File: src/rtl/vga_pkg.sv
// Shared VGA constants, pixel type and frame-buffer scheduler state encoding.
package vga_pkg;
  localparam int H_TOTAL   = 800;
  localparam int H_SYNC    = 96;
  localparam int H_BP      = 48;
  localparam int H_FP      = 16;
  localparam int V_TOTAL   = 525;
  localparam int V_SYNC    = 2;
  localparam int V_BP      = 33;
  localparam int V_FP      = 10;
  localparam int FB_PIXELS = 307200;

  typedef logic [29:0] pixel_t;

  typedef enum logic [1:0] {IDLE, RD_WAIT, WR_WAIT} mem_state_e;
endpackage

File: src/rtl/vga_fb_fifo.sv
// Prefetch FIFO: DEPTH x W, synchronous flush, combinational head, level output.
module vga_fb_fifo #(
  parameter int DEPTH = 8,
  parameter int W     = 30
)(
  input  logic                     clk,
  input  logic                     rst,
  input  logic                     flush,
  input  logic                     push,
  input  logic [W-1:0]             din,
  input  logic                     pop,
  output logic [W-1:0]             dout,
  output logic                     empty,
  output logic [$clog2(DEPTH):0]   level
);
  localparam int AW = $clog2(DEPTH);
  localparam logic [AW:0] FULL = (AW+1)'(DEPTH);

  logic [W-1:0]  mem [DEPTH];
  logic [AW-1:0] wr_ptr, rd_ptr;
  logic          do_push, do_pop;

  assign empty   = (level == '0);
  assign do_pop  = pop && !empty;
  assign do_push = push && (level != FULL || do_pop);
  assign dout    = mem[rd_ptr];

  always_ff @(posedge clk)
    if (do_push) mem[wr_ptr] <= din;

  // Flush beats any same-cycle push or pop.
  always_ff @(posedge clk or posedge rst) begin
    if (rst) begin
      wr_ptr <= '0;
      rd_ptr <= '0;
      level  <= '0;
    end else if (flush) begin
      wr_ptr <= '0;
      rd_ptr <= '0;
      level  <= '0;
    end else begin
      if (do_push) wr_ptr <= wr_ptr + AW'(1);
      if (do_pop)  rd_ptr <= rd_ptr + AW'(1);
      level <= level + (AW+1)'(do_push) - (AW+1)'(do_pop);
    end
  end
endmodule

File: src/rtl/vga_fb_sched.sv
// Frame-buffer scheduler: display prefetch vs host writes on one memory port.
// Optional underflow statistics counter enabled by VGA_FB_STATS_EN.
module vga_fb_sched
  import vga_pkg::*;
#(
  parameter int H_START    = 144,
  parameter int V_START    = 35,
  parameter int H_ACTIVE   = 640,
  parameter int V_ACTIVE   = 480,
  parameter int FIFO_DEPTH = 8,
  parameter int LOW_WM     = 3
)(
  input  logic        clk,
  input  logic        i_rst,
  input  logic        i_pix_en,
  input  logic [9:0]  i_h_count,
  input  logic [9:0]  i_v_count,
  output logic [9:0]  o_red,
  output logic [9:0]  o_green,
  output logic [9:0]  o_blue,
  output logic        o_de,
  output logic        o_mem_req,
  output logic        o_mem_we,
  output logic [18:0] o_mem_addr,
  output logic [29:0] o_mem_wdata,
  input  logic        i_mem_ack,
  input  logic [29:0] i_mem_rdata,
  input  logic        i_wr_valid,
  input  logic [18:0] i_wr_addr,
  input  logic [29:0] i_wr_data,
  output logic        o_wr_ready,
  output logic        o_underflow,
  output logic [15:0] o_underflow_cnt
);
  localparam int LW = $clog2(FIFO_DEPTH) + 1;
  localparam logic [LW-1:0] LOW  = LW'(LOW_WM);
  localparam logic [LW-1:0] FULL = LW'(FIFO_DEPTH);
  localparam logic [9:0]  H_LO = 10'(H_START);
  localparam logic [9:0]  H_HI = 10'(H_START + H_ACTIVE);
  localparam logic [9:0]  V_LO = 10'(V_START);
  localparam logic [9:0]  V_HI = 10'(V_START + V_ACTIVE);
  // Fetch covers one frame of active pixels (all of memory at 640x480).
  localparam logic [18:0] FETCH_END = 19'(H_ACTIVE * V_ACTIVE);
  localparam logic [18:0] MEM_END   = 19'(FB_PIXELS);

  mem_state_e    state, state_n;
  logic [18:0]   fetch_addr, addr_n;
  logic          discard;
  logic [LW-1:0] level;
  logic          fifo_empty;
  pixel_t        fifo_dout, pix_q, wdata_n;
  logic          fs, active, pop, miss, push, rd_done;
  logic          fetch_ok, rd_lo, rd_hi, wr_go;
  logic          req_n, we_n, rdy_n;

  assign fs      = i_pix_en && i_h_count == '0 && i_v_count == '0;
  assign active  = i_pix_en && i_h_count >= H_LO && i_h_count < H_HI &&
                   i_v_count >= V_LO && i_v_count < V_HI;
  assign pop     = active && !fs;
  assign miss    = pop && fifo_empty;
  assign rd_done = state == RD_WAIT && i_mem_ack;
  assign push    = rd_done && !discard && !fs;

  vga_fb_fifo #(.DEPTH(FIFO_DEPTH), .W(30)) u_fifo (
    .clk   (clk),
    .rst   (i_rst),
    .flush (fs),
    .push  (push),
    .din   (i_mem_rdata),
    .pop   (pop),
    .dout  (fifo_dout),
    .empty (fifo_empty),
    .level (level)
  );

  // Decisions are only taken in IDLE, where no read is in flight, so level alone
  // is the precheck; no fetch on the FS cycle since fetch_addr is about to reset.
  assign fetch_ok = !fs && fetch_addr < FETCH_END;
  assign rd_lo    = fetch_ok && level < LOW;
  assign rd_hi    = fetch_ok && level < FULL;
  assign wr_go    = i_wr_valid && !o_wr_ready;

  always_comb begin
    state_n = state;
    req_n   = o_mem_req;
    we_n    = o_mem_we;
    addr_n  = o_mem_addr;
    wdata_n = o_mem_wdata;
    rdy_n   = 1'b0;
    case (state)
      IDLE: begin
        if (rd_lo || (!wr_go && rd_hi)) begin
          state_n = RD_WAIT;
          req_n   = 1'b1;
          we_n    = 1'b0;
          addr_n  = fetch_addr;
        end else if (wr_go) begin
          if (i_wr_addr < MEM_END) begin
            state_n = WR_WAIT;
            req_n   = 1'b1;
            we_n    = 1'b1;
            addr_n  = i_wr_addr;
            wdata_n = i_wr_data;
          end else begin
            rdy_n = 1'b1;
          end
        end
      end
      RD_WAIT: if (i_mem_ack) begin
        state_n = IDLE;
        req_n   = 1'b0;
      end
      WR_WAIT: if (i_mem_ack) begin
        state_n = IDLE;
        req_n   = 1'b0;
        we_n    = 1'b0;
        rdy_n   = 1'b1;
      end
      default: state_n = IDLE;
    endcase
  end

  always_ff @(posedge clk or posedge i_rst) begin
    if (i_rst) begin
      state       <= IDLE;
      o_mem_req   <= 1'b0;
      o_mem_we    <= 1'b0;
      o_mem_addr  <= '0;
      o_mem_wdata <= '0;
      o_wr_ready  <= 1'b0;
      fetch_addr  <= '0;
      discard     <= 1'b0;
    end else begin
      state       <= state_n;
      o_mem_req   <= req_n;
      o_mem_we    <= we_n;
      o_mem_addr  <= addr_n;
      o_mem_wdata <= wdata_n;
      o_wr_ready  <= rdy_n;
      if (fs)        fetch_addr <= '0;
      else if (push) fetch_addr <= fetch_addr + 19'd1;
      if (rd_done)                    discard <= 1'b0;
      else if (fs && state == RD_WAIT) discard <= 1'b1;
    end
  end

  always_ff @(posedge clk or posedge i_rst) begin
    if (i_rst) begin
      pix_q       <= '0;
      o_de        <= 1'b0;
      o_underflow <= 1'b0;
    end else if (i_pix_en) begin
      pix_q <= (pop && !fifo_empty) ? fifo_dout : '0;
      o_de  <= active;
      if (miss) o_underflow <= 1'b1;
    end
  end

  assign o_red   = pix_q[29:20];
  assign o_green = pix_q[19:10];
  assign o_blue  = pix_q[9:0];

`ifdef VGA_FB_STATS_EN
  logic [15:0] uf_cnt;
  always_ff @(posedge clk or posedge i_rst) begin
    if (i_rst)                          uf_cnt <= '0;
    else if (miss && uf_cnt != 16'hFFFF) uf_cnt <= uf_cnt + 16'd1;
  end
  assign o_underflow_cnt = uf_cnt;
`else
  assign o_underflow_cnt = '0;
`endif
endmodule

File: config.mk
export PLATFORM = sky130hd
export DESIGN_NAME = vga_fb_sched
export DESIGN_NICKNAME = d
export VERILOG_FILES = /design/src/rtl/vga_pkg.sv /design/src/rtl/vga_fb_fifo.sv /design/src/rtl/vga_fb_sched.sv
export SDC_FILE = /design/constraint.sdc
export NUM_CORES = 1
export LEC_CHECK = 0
export ABC_AREA = 1
export BUFFER_PORTS_ARGS = -buffer_cell sky130_fd_sc_hd__buf_2
export CORE_UTILIZATION = 45
export DETAILED_ROUTE_END_ITERATION = 6
export PLACE_DENSITY = 0.65
export SLEW_MARGIN = 20
export SYNTH_ARGS = -nofsm -noshare
export SYNTH_HDL_FRONTEND = slang
export SYNTH_HIERARCHICAL = 1
export SYNTH_SLANG_ARGS = --single-unit
export TNS_END_PERCENT = 1
File: constraint.sdc
create_clock -name clk -period 3.67 [get_ports clk]
set_clock_uncertainty 0.1 [all_clocks]
set_input_delay 0.1835 -clock clk [delete_from_list [all_inputs] [get_ports clk]]
set_output_delay 0.1835 -clock clk [all_outputs]
set_load 0.005 [all_outputs]
==> metrics.cfg <==
[synthesis]
synth_edf_count = 240
postSynth.asyncResetShare_pct = 32.6
synth-seq-cells = 356
ys_top_cells_by_area = edfxtp_1 47%, dfrtp_1 19%, nand2_1 8.4%
synth_ff_type = edfxtp_1
yosys_warnings = 6
synth_commonest_cells = 347 x nand2_1, 240 x edfxtp_1, 222 x nor2_1, 136 x o21ai_1, 116 x dfrtp_1
yosysSeqAreaShare_pct = 65.5
syn_avg_cell_area_sq_um = 10.3
yosysTopAreaCellShare_pct = 46.7
synth_cell_types = 44
yosysTopAreaCell = edfxtp_1
netlist_instances = 1504
post-synth-top-count-cell = nand2_1
synth_area_sq_um = 15400

[global_routing]
overflow = 0
grt_pass1_wl_um = 58400
grt_max_degree = 85
antenna_found_initial = 0
grt_pass1_vias = 11200
grt_use_total_pct = 20.8

[sta]
max_slew_margin_pct = 29.4
rsz0062_at_grt = no
hold_violations = 0
final-setup-viol-count = 0
fmax_mhz = 331
min_period_ns = 3.02
max_slew.worst_pin.slew_ns = 1.06
slew_viol_final = 0
final.period_utilization_pct = 82.2

[drt]
wl_per_cell_um = 16.2
drt_iter0_markers = 882
routed-via-count = 11500
viasPerCell = 5.13
drtPass1Iterations = 5
routed_wl_um = 36300
drc = 0
detail-route-antenna-nets = 0

[placed_design]
dpl.hpwl_um = 22200
place_area_sq_um = 16700
io_buffer_count = 187
place_congestion = 0.913

[hold_path]
min_delay_path_depth = 5
worstHoldPathType = in -> reg

[worst_setup_path]
critPathLaunch = fetch_addr[15]
arrival_ns = 3.36
reg2reg_from = fetch_addr[15]
ff2ff_path_depth = 7
crit_fanout = 31
critPathRequiredTime_ns = 4.02
rrSetupSlack_ns = 0.65
critical_path_class = reg -> reg
r2r_end = o_mem_wdata[17]
cp-start-kind = flop
cp-endpoint = o_mem_wdata[17]
end_kind = flop

[floorplanning]
die_x_um = 187
core.rowCount = 67
initial_core_util_pct = 45.9
core_sq_um = 33600
die_y_um = 187
ios = 204
die_area_sq_um = 35000

[clocking]
clk_latency_ns = 0.53
cts_made_buffers = 38
cts_root_buf = clkbuf_16
clockBufferDepth = 3
cts-resized-gates = 0
holdBufCountCts = 82
htree_levels = 2
cts_tree = yes
post_cts_buffers = 0
clk_pin_slew_ns = 0.06
cts_sinks = 356

[power_and_ir_drop]
power.leakage_nw = 8.07
ir_drop_uv = 404
power_density_nw_per_um2 = 707

[finish]
antenna_cells = 0
utilization_pct = 55.8
final_nets = 1878
area_growth_pct = 21.6
fillers = 2858
fin_area_sq_um = 18800
drive_gt1_share_pct = 16.9

[outcome]
status = finished, final reports clean

[run]
cap_viol_max_count = 0

## cell families (layout without fill, tap and decap cells)
group	after synthesis	count (layout)	synth area share, %
XOR/XNOR	7	7	0.397
AND/OR/NAND/NOR	732	732	20.1
buffers and inverters	165	436	5.37
AO/OA/AOI/OAI	231	231	7.63
other	1	16	0.0243
adder cells (fa/ha/maj)	12	12	1.02
flip-flops	356	356	65.5
## cell usage in the layout, fill, tap and decap left out, types with 16 or more instances in the layout
| cell | count |
|---|---|
| dfrtp_1 | 114 |
| edfxtp_1 | 240 |
| buf_2 | 187 |
| clkbuf_16 | 38 |
| inv_1 | 65 |
| conb_1 | 16 |
| nand2_1 | 347 |
| o21ai_0 | 79 |
| nor2_1 | 222 |
| nand4_1 | 39 |
| o21ai_1 | 135 |
| nand3_1 | 82 |
| buf_4 | 28 |
| dlygate4sd3_1 | 82 |
## final cells by class
class / count / area, sq um / share of cell area, %
Clock buffer: 51 / 1040 / 5.54
Sequential cell: 356 / 10100 / 53.9
Inverter: 70 / 267 / 1.42
Tap cell: 448 / 561 / 2.99
Multi-Input combinational cell: 998 / 4600 / 24.5
Timing Repair Buffer: 298 / 1990 / 10.6
Clock inverter: 17 / 201 / 1.07
## how the worst min path moves through the flow
stage,start,to,slack (ns)
final,i_h_count[2],u_fifo/level[1],0.06
after global routing,i_v_count[0],u_fifo/level[0],0.10
after CTS,i_v_count[0],u_fifo/level[1],0.05
after detailed placement,i_rst,u_fifo/level[2],0.15
after global placement,i_rst,u_fifo/wr_ptr[0],0.14
after floorplan,i_rst,u_fifo/level[0],-0.08
## state kept, by name (all words and copies together) (netlist names)
signal and cells:
discard 1, fetch_addr 19, o_de 1, o_mem_addr 19, o_mem_req 1, o_mem_wdata 30, o_mem_we 1, o_underflow 1
o_wr_ready 1, pix_q 30, state 2, u_fifo/level 4, u_fifo/mem 240, u_fifo/rd_ptr 3, u_fifo/wr_ptr 3
## critical path, cell delays in order (launching register included)
cell and delay, ns:
dfrtp_1 0.42, nand2_1 0.11, nand3_1 0.13, a21oi_4 0.24, nand4_2 0.66, nand2_1 1.04, nand2_1 0.14, nand2_1 0.10
## layer usage
layer  GRT usage (%)  wire (um)  vias to the layer above
met3            3.10       2120                       57
met1            28.1      15900                     5476
met4            5.86        756                        0
li1                -          -                     5601
met5               0          0                        -
met2            35.0      17500                      357
## through the flow
step / hold slack, ns / power, W / instances / setup WS, ns / setup TNS, ns
4_1_cts: 0.0515 / 0.0134 / 2238 / 0.686 / 0
5_1_grt: 0.102 / 0.0142 / 2238 / 0.370 / 0
3_3_place_gp: 0.142 / 0.00941 / 2088 / 0.769 / 0
3_5_place_dp: 0.149 / 0.00949 / 2088 / 0.699 / 0
2_1_floorplan: -0.0763 / 0.00827 / 1519 / -0.444 / -106.57
6_report: 0.0606 / 0.0133 / 2238 / 0.652 / 0
## report_power, final
part           internal [W]  leakage, nW  switching, W
combinational       0.00147         3.84       0.00260
sequential          0.00491         3.62      0.000521
clock               0.00228        0.608       0.00150
Note: power is estimated with default switching activity, not from simulation.
